--- config.mk ---
export PLATFORM = sky130hd
export DESIGN_NAME = pixel_filter_engine
export DESIGN_NICKNAME = d
export VERILOG_FILES = /design/src/rtl/filter_pkg.sv /design/src/rtl/filter_pixel_op.sv /design/src/rtl/pixel_filter_engine.sv
export SDC_FILE = /design/constraint.sdc
export NUM_CORES = 1
export LEC_CHECK = 0
export ABC_AREA = 1
export BUFFER_PORTS_ARGS = -buffer_cell sky130_fd_sc_hd__buf_2
export CAP_MARGIN = 20
export CORE_ASPECT_RATIO = 0.75
export CORE_UTILIZATION = 45
export DETAILED_ROUTE_END_ITERATION = 7
export GPL_TIMING_DRIVEN = 0
export MAX_ROUTING_LAYER = met4
export PLACE_DENSITY_LB_ADDON = 0.25
export SYNTH_ARGS = -nofsm -noshare
export SYNTH_HDL_FRONTEND = slang
export SYNTH_SLANG_ARGS = --single-unit
--- constraint.sdc ---
create_clock -name clk -period 2.2 [get_ports clk]
set_input_delay 0.33 -clock clk [delete_from_list [all_inputs] [get_ports clk]]
set_output_delay 0.33 -clock clk [all_outputs]
set_load 0.02 [all_outputs]
--- src/rtl/filter_pkg.sv ---
// Shared definitions for the pixel filter engine.
//   state_e : sequencer states of the frame pass
//   mode_e  : filter selection carried on the 2-bit mode input
//   ADDR_W / DATA_W / PIX_W : frame-buffer address, data and pixel widths
package filter_pkg;

  localparam int unsigned ADDR_W = 19;
  localparam int unsigned DATA_W = 18;
  localparam int unsigned PIX_W  = 8;

  typedef enum logic [2:0] {
    IDLE,
    READ,
    WAIT,
    WRITE,
    HOLD,
    DONE
  } state_e;

  typedef enum logic [1:0] {
    COPY,
    INVERT,
    THRESH,
    BRIGHT
  } mode_e;

endpackage

--- src/rtl/filter_pixel_op.sv ---
// Combinational per-pixel filter.
// Ports:
//   mode    in  2  filter select (COPY, INVERT, THRESH, BRIGHT)
//   param   in  8  threshold level or brightness offset
//   pix_in  in  8  source pixel
//   pix_out out 8  filtered pixel
module filter_pixel_op
  import filter_pkg::*;
(
  input  logic [1:0]       mode,
  input  logic [PIX_W-1:0] param,
  input  logic [PIX_W-1:0] pix_in,
  output logic [PIX_W-1:0] pix_out
);

  logic [PIX_W:0] w_sum;

  always_comb begin
    // One extra bit so the brighten carry can drive saturation.
    w_sum   = {1'b0, pix_in} + {1'b0, param};
    pix_out = pix_in;
    case (mode_e'(mode))
      COPY:    pix_out = pix_in;
      INVERT:  pix_out = ~pix_in;
      THRESH:  pix_out = (pix_in >= param) ? '1 : '0;
      BRIGHT:  pix_out = w_sum[PIX_W] ? '1 : w_sum[PIX_W-1:0];
      default: pix_out = pix_in;
    endcase
  end

endmodule

--- src/rtl/pixel_filter_engine.sv ---
// Full-frame read/filter/write engine over a single-port frame buffer.
// Each pixel: READ (1) -> WAIT (READ_LAT) -> WRITE (1) -> HOLD (1).
// Ports:
//   clk, rst        clock, synchronous active-high reset
//   start           one-cycle pulse, begins a pass when idle
//   abort           terminates a pass in progress (no done pulse)
//   mode, param     filter select and parameter, latched at start
//   busy            high while a pass is in progress
//   done            one-cycle pulse after the last pixel write
//   mem_addr        linear pixel address y*Width+x
//   mem_we          frame-buffer write enable
//   mem_wdata       {10'b0, pixel}
//   mem_rdata       frame-buffer read data, bits [7:0] used
module pixel_filter_engine
  import filter_pkg::*;
#(
  parameter int unsigned Width    = 640,
  parameter int unsigned Height   = 480,
  parameter int unsigned READ_LAT = 2
) (
  input  logic              clk,
  input  logic              rst,
  input  logic              start,
  input  logic              abort,
  input  logic [1:0]        mode,
  input  logic [7:0]        param,
  output logic              busy,
  output logic              done,
  output logic [ADDR_W-1:0] mem_addr,
  output logic              mem_we,
  output logic [DATA_W-1:0] mem_wdata,
  input  logic [DATA_W-1:0] mem_rdata
);

  localparam int unsigned       CNT_W     = $clog2(READ_LAT + 1);
  localparam logic [CNT_W-1:0]  LAST_CNT  = CNT_W'(READ_LAT - 1);
  localparam logic [ADDR_W-1:0] LAST_ADDR = ADDR_W'(Width * Height - 1);

  state_e             r_state;
  state_e             w_next;
  logic [CNT_W-1:0]   r_cnt;
  mode_e              r_mode;
  logic [PIX_W-1:0]   r_param;
  logic [ADDR_W-1:0]  r_addr;
  logic               r_we;
  logic [DATA_W-1:0]  r_wdata;
  logic               r_busy;
  logic               r_done;
  logic               w_last_wait;
  logic               w_last_addr;
  logic [PIX_W-1:0]   w_pix_out;
  logic               w_unused_rdata;

  // Only the pixel byte of the read word carries data.
  assign w_unused_rdata = ^mem_rdata[DATA_W-1:PIX_W];

  filter_pixel_op u_op (
    .mode    (r_mode),
    .param   (r_param),
    .pix_in  (mem_rdata[PIX_W-1:0]),
    .pix_out (w_pix_out)
  );

  always_comb begin
    w_next      = r_state;
    w_last_wait = (r_cnt == LAST_CNT);
    w_last_addr = (r_addr == LAST_ADDR);
    case (r_state)
      IDLE:    if (start && !abort) w_next = READ;
      READ:    w_next = WAIT;
      WAIT:    if (w_last_wait) w_next = WRITE;
      WRITE:   w_next = HOLD;
      HOLD:    w_next = w_last_addr ? DONE : READ;
      DONE:    w_next = IDLE;
      default: w_next = IDLE;
    endcase
    if (abort && (r_state != IDLE)) w_next = IDLE;
  end

  // Status and write-enable are registered from the next state so they line
  // up with the state they describe; an abort seen during WRITE therefore
  // still lets that write cycle complete.
  always_ff @(posedge clk) begin
    if (rst) begin
      r_state <= IDLE;
      r_cnt   <= '0;
      r_mode  <= COPY;
      r_param <= '0;
      r_addr  <= '0;
      r_we    <= 1'b0;
      r_wdata <= '0;
      r_busy  <= 1'b0;
      r_done  <= 1'b0;
    end else begin
      r_state <= w_next;
      r_busy  <= (w_next inside {READ, WAIT, WRITE, HOLD});
      r_done  <= (w_next == DONE);
      r_we    <= (w_next == WRITE);

      if ((r_state == IDLE) && (w_next == READ)) begin
        r_addr  <= '0;
        r_mode  <= mode_e'(mode);
        r_param <= param;
      end else if ((r_state == HOLD) && (w_next == READ)) begin
        r_addr <= r_addr + 1'b1;
      end

      if (r_state == READ) begin
        r_cnt <= '0;
      end else if (r_state == WAIT) begin
        r_cnt <= r_cnt + 1'b1;
      end

      // Read data is valid on the last WAIT cycle; filter it straight into
      // the write-data register, which then holds through WRITE and HOLD.
      if ((r_state == WAIT) && (w_next == WRITE)) begin
        r_wdata <= DATA_W'(w_pix_out);
      end
    end
  end

  assign busy      = r_busy;
  assign done      = r_done;
  assign mem_addr  = r_addr;
  assign mem_we    = r_we;
  assign mem_wdata = r_wdata;

endmodule

# Word level (Yosys, flattened, before mapping)
# Cells that the tools add are included.
# Widths: inputs -> output; s select.
[op_classes] order_cmp=1 mux=8 n_eq_ne=14 bitwise=1 reduce_logical=12 n_addsub=3
[ops] cell="$pmux 8 s4" n=1
[ops] cell="$add 19x1->19 const B" n=1
[ops] cell="$eq 19x19->1 const B" n=1
[ops] cell="$mux 8" n=2
[ops] cell="$pmux 3 s5" n=1
[ops] cell="$eq 3x2->1 const B" n=4
[ops] cell="$mux 3" n=4
[ops] cell="$add 8x8->9" n=1
[ops] cell="$eq 3x3->1 const B" n=3
[ops] cell="$ge 8x8->1" n=1
[ops] cell="$not 8->8" n=1
[ops] cell="$eq 3x1->1 const B" n=2
[ops] cell="$logic_and 1x1->1" n=5
[ops] cell="$eq 2x1->1 const B" n=2
[ops] cell="$eq 2x2->1 const B" n=2
[ops] cell="$reduce_bool 4->1" n=1
[ops] cell="$reduce_or 2->1" n=2
[ops] cell="$logic_not 3->1" n=1
[ops] cell="$reduce_bool 3->1" n=1
[ops] cell="$add 2x1->2 const B" n=1
[ops] cell="$logic_not 2->1" n=1
[ops] cell="$logic_not 1->1" n=1
[word_totals] output_inout_bits=40 input_bits=32 wordCells=48 regBits=45

# Depth between registers and ports, before layout
[depth] depth_word=8 depth_mapped=13

# Cells and area by module
# A second synthesis with hierarchy kept.
[unflattened] hier_cells=479 area_unflattened_um2=3190.6
[by_module_without_submodules] module="pixel_filter_engine" n_inst=1 area_per_inst_um2=2354.8 cells_per_inst=331 seq_area_each_um2=900.9
[by_module_without_submodules] module="filter_pixel_op" n_inst=1 area_per_inst_um2=835.8 cells_per_inst=148 seq_area_each_um2=0.0

# Worst setup path after synthesis
# OpenSTA, ideal clock, no wires.
[synth_timing] path_kind="input -> register" from="in mem_rdata[0]" to="reg r_wdata[5], in the netlist mem_wdata[5]" setup_slack_ps=312 arrival_ps=1756 path_stages=10 setup_ps=132 cell_sequence="ha_1 -> fa_1 -> nand2_1 -> nand2_1 -> a21oi_1 -> nand3_1 -> nand2_1 -> nand2_1 -> nand2_1 -> a21oi_1"
[synth_between] elab_chain_cells=3 elab_cells_between_ends=5 classes_between="add/sub (1); order compare (1); mux (3)"
[synth_lines] element="start, declared" line="pixel_filter_engine.sv:32" rtl="input logic [DATA_W-1:0] mem_rdata"
[synth_lines] element="$add 8x8->9 / $ge 8x8->1 (equally long branches)" line="filter_pixel_op.sv:20, filter_pixel_op.sv:25"
[synth_lines] element="$mux 8 (on tied branches)" line="filter_pixel_op.sv:26, filter_pixel_op.sv:25"
[synth_lines] element="$pmux 8 s4 (*)" line="filter_pixel_op.sv:22" rtl="case (mode_e'(mode))"
[synth_lines] element="end signal, assigned" line="pixel_filter_engine.sv:117" rtl="r_wdata <= DATA_W'(w_pix_out);"
[synth_lines] element="end, declared" line="pixel_filter_engine.sv:46" rtl="logic [DATA_W-1:0] r_wdata;"
# Mark *: on every way between the ends. The rest lies on a longest branch, timed or not.
# A chain may end at the register's enable or synchronous reset.

# Worst setup path in the final report
[layout_timing] from="reg r_param[0]" to="reg r_wdata[6], in the netlist mem_wdata[6]"
[layout_between] elab_chain_cells=3 elab_cells_between_ends=5 classes_between="add/sub (1); order compare (1); mux (3)"
[layout_lines] element="start, declared" line="pixel_filter_engine.sv:43" rtl="logic [PIX_W-1:0] r_param;"
[layout_lines] element="start signal, assigned" line="pixel_filter_engine.sv:103" rtl="r_param <= param;"
[layout_lines] element="$add 8x8->9 / $ge 8x8->1 (equally long branches)" line="filter_pixel_op.sv:20, filter_pixel_op.sv:25"
[layout_lines] element="$mux 8 (on tied branches)" line="filter_pixel_op.sv:26, filter_pixel_op.sv:25"
[layout_lines] element="$pmux 8 s4 (*)" line="filter_pixel_op.sv:22"
# Marked as above.

==> run summary <==
PWR
-----------------------------------------------------------------------------------------------
Post-layout total power ..........................................................    0.00176 W
Pwr per Cell Area ................................................................  486 mW/mm^2
Largest vdd supply drop ..........................................................       270 uV
Leakage power ....................................................................      1.67 nW

CLOCK TREE
-----------------------------------------------------------------------------------------------
Root buf cell .................................................................... sky130_fd_sc_hd__clkbuf_8
Max H-tree Level .................................................................            2
Total CTS buffers ................................................................            5
Maximum number of buffers from clock root to sink ................................            2
Clock latency on the worst-skew pair .............................................       300 ps
Post-CTS setup buffers ...........................................................            0
Clock tree from TritonCTS ........................................................        built
Clk sinks ........................................................................           45
Number of gates given a new drive strength after cts .............................            2
Clock input transition at the sequential cells of the worst setup and hold paths .        80 ps
Hold-fix buffers, CTS ............................................................            0

TIMING
-----------------------------------------------------------------------------------------------
Final number of setup-violating endpoints ........................................            0
Pins over their slew limit .......................................................            0
Slew headroom ....................................................................        0.650
Setup repair after global routing missed its margin ..............................        false
Final critical path time including I/O delays and setup ..........................      2090 ps
Number of hold violations in the final report ....................................            0
Worst Tran Pin Value .............................................................       526 ps
Post-layout worst setup margin ...................................................       106 ps
FMAX .............................................................................    0.478 GHz
Ratio of final minimum period to clock period ....................................        0.952
Aggregate negative setup slack ...................................................         0 ps
Post-Route Skew ..................................................................      9.17 ps

YOSYS
-----------------------------------------------------------------------------------------------
Proportion of synthesized chip area in sequential cells ..........................        0.288
Flip-flop and latch count after synthesis ........................................           45
Synth Instances ..................................................................          466
Synthesized area per cell ........................................................    6.71 um^2
Number of warning messages in the yosys log ......................................            0
Area of the mapped netlist ....................................................... 0.00313 mm^2
Post-synthesis cell type count ...................................................           37

PLACEMENT
-----------------------------------------------------------------------------------------------
Count of placed standard cells including taps ....................................          606
Weighted congestion at the end of routability-driven global placement ............        0.963
HPWL after detailed placement ....................................................      6150 um
Post-placement setup slack .......................................................      -158 ps
PortBufs .........................................................................           50

GLOBAL ROUTE
-----------------------------------------------------------------------------------------------
Number of global-route vias before repair ........................................        2,706
Wire length of the first global-routing pass .....................................    12,700 um
Largest net degree at the start of global routing ................................           14
GRT Util Overall .................................................................        0.224
Antenna violations before repair .................................................            0
Total grt overflow ...............................................................            0

SETUP PATH
-----------------------------------------------------------------------------------------------
Critical path data arrival time ..................................................      2260 ps
Kind of start point of the critical path .........................................     register
Critical path fanouts, max .......................................................            8
Category of the most critical setup path ......................................... register to register
Required time at the worst-slack endpoint ........................................      2360 ps
Crit end category ................................................................     register

ROUTE
-----------------------------------------------------------------------------------------------
Vias .............................................................................        3,197
Post-DRT Antenna Nets ............................................................            0
Total wire length after detailed routing .........................................      7780 um
Starting DRT DRC Count ...........................................................          240
Wire length per cell .............................................................      12.7 um
Drt drc ..........................................................................            2
Vias per std cell ................................................................         5.21
Detailed-routing iteration count for the pre-antenna-repair pass .................            7

FINAL LAYOUT
-----------------------------------------------------------------------------------------------
Non-filler instance count after layout ...........................................          614
Final core utilization ...........................................................        0.555
Diode count ......................................................................            0
Share of cells above drive strength 1 ............................................        0.176
Layout Nets ......................................................................          583
Growth of design area from synthesis to finish ...................................        15.5%

FLOORPLANNING
-----------------------------------------------------------------------------------------------
Ports ............................................................................           72
Vertical die dimension ...........................................................      74.2 um
Std-Cell Core Area ............................................................... 0.00651 mm^2
Area of the die .................................................................. 0.00729 mm^2
Die width ........................................................................      98.3 um
Initial core utilization .........................................................        0.481
Number of standard-cell rows in the floorplan ....................................           25

STATUS
-----------------------------------------------------------------------------------------------
Violated checks ..................................................................          DRC
Status ........................................................................... complete, but fails checks

MIN PATH
-----------------------------------------------------------------------------------------------
HP Class ......................................................................... input pin to register

FLOW RUN
-----------------------------------------------------------------------------------------------
Max-Cap Viols ....................................................................            0

-- path summary, 6_finish.rpt --
| path | from | endpoint | slack [ps] | cells past startpoint |
|---|---|---|---|---|
| max | r_param[0]$_SDFFE_PP0P_ | mem_wdata[6]$_SDFFE_PP0P_ | 110 | 10 |
| min | param[0] | r_param[0]$_SDFFE_PP0P_ | 280 | 3 |
| max reg2reg | r_param[0]$_SDFFE_PP0P_ | mem_wdata[6]$_SDFFE_PP0P_ | 110 | 10 |
| min reg2reg | mem_wdata[5]$_SDFFE_PP0P_ | mem_wdata[5]$_SDFFE_PP0P_ | 480 | 2 |
-- cells in the mapped netlist, drive strengths merged --
library cell,count,area (um^2)
nand2,130,518
inv,51,191
nor2,51,211
a21oi,47,235
dfxtp,45,901
nand4,23,144
nand3,22,128
ha,18,225
o21ai,18,90.1
buf,17,159
xor2,12,105
nor3,9,61.3
clkbuf,6,22.5
xnor2,5,43.8
nand3b,3,22.5
a211oi,1,7.51
and2,1,6.26
clkinv,1,3.75
conb,1,3.75
fa,1,20.0
nor4,1,6.26
o21a,1,7.51
o21bai,1,7.51
or2,1,6.26
-- per-stage QoR --
| stage | cell area, um^2 | hold slack [ps] |
|---|---|---|
| after floorplan | 3160 | 451 |
| after detailed placement | 3510 | 462 |
| after global routing | 3610 | 294 |
| after global placement | 3510 | 450 |
| final | 3610 | 285 |
| after CTS | 3600 | 276 |
-- registers in the layout (all words and copies together) (netlist names) --
signal and count:
r_param 8, busy 1, r_mode 2, mem_we 1, mem_addr 19, mem_wdata 8
r_state 3, r_cnt 2, done 1
-- worst max-delay path, cell delays in order, from the launching register on --
cell and delay (ps):
sky130_fd_sc_hd__dfxtp_1 330, sky130_fd_sc_hd__ha_1 210, sky130_fd_sc_hd__fa_1 420, sky130_fd_sc_hd__nand2_1 100
sky130_fd_sc_hd__nand2_1 140, sky130_fd_sc_hd__a21oi_2 380, sky130_fd_sc_hd__nand3_1 130, sky130_fd_sc_hd__nand2_1 80
sky130_fd_sc_hd__nand2_1 60, sky130_fd_sc_hd__nand2_1 60, sky130_fd_sc_hd__a21oi_1 60
-- layout by cell type (no fill, tap or decap), drive strengths merged, types with 3 or more instances in the layout --
cell / n
nor3: 9
conb: 10
a21oi: 47
inv: 51
o21ai: 18
nand3b: 3
buf: 67
ha: 18
nor2: 51
clkinv: 3
xor2: 12
clkbuf: 12
nand3: 22
xnor2: 5
nand4: 23
nand2: 130
dfxtp: 45
-- report_power, final --
group	total, W	switching [W]	leakage, nW	internal (W)
Combinational	0.000397	0.000253	1.26	0.000143
Sequential	0.000856	0.0000176	0.365	0.000839
Clock	0.000504	0.000283	0.0450	0.000221
Total	0.00176	0.000554	1.67	0.00120
-- area by class of cell --
cell class	count	area [um^2]
fill	636	2890
timing repair buffer	50	250
clock inverter	2	10.0
tap	81	101
multi-input combinational	355	1900
sequential	45	902
buffer	23	181
clock buffer	6	72.6
inverter	52	195
-- cells by family (layout without fill, tap and decap cells) --
kind of cell | Yosys count | count (layout) | share of synthesized area
xor+xnor | 17 | 17 | 0.0476
other cells | 1 | 10 | 0.00120
compound gates | 68 | 68 | 0.111
simple gates | 241 | 241 | 0.353
fa+ha+maj | 19 | 19 | 0.0784
buf+inv | 75 | 133 | 0.120
flops | 45 | 45 | 0.288
-- per-layer routing --
metal  GRT usage  part of all wire  up-vias
met2       0.329              0.40      142
li1            -                 -     1615
met1       0.321              0.52     1432
met4      0.0365            0.0064        0
met5           -                 0        -
met3      0.0442             0.073        8
(Power assumes the default switching activity.)
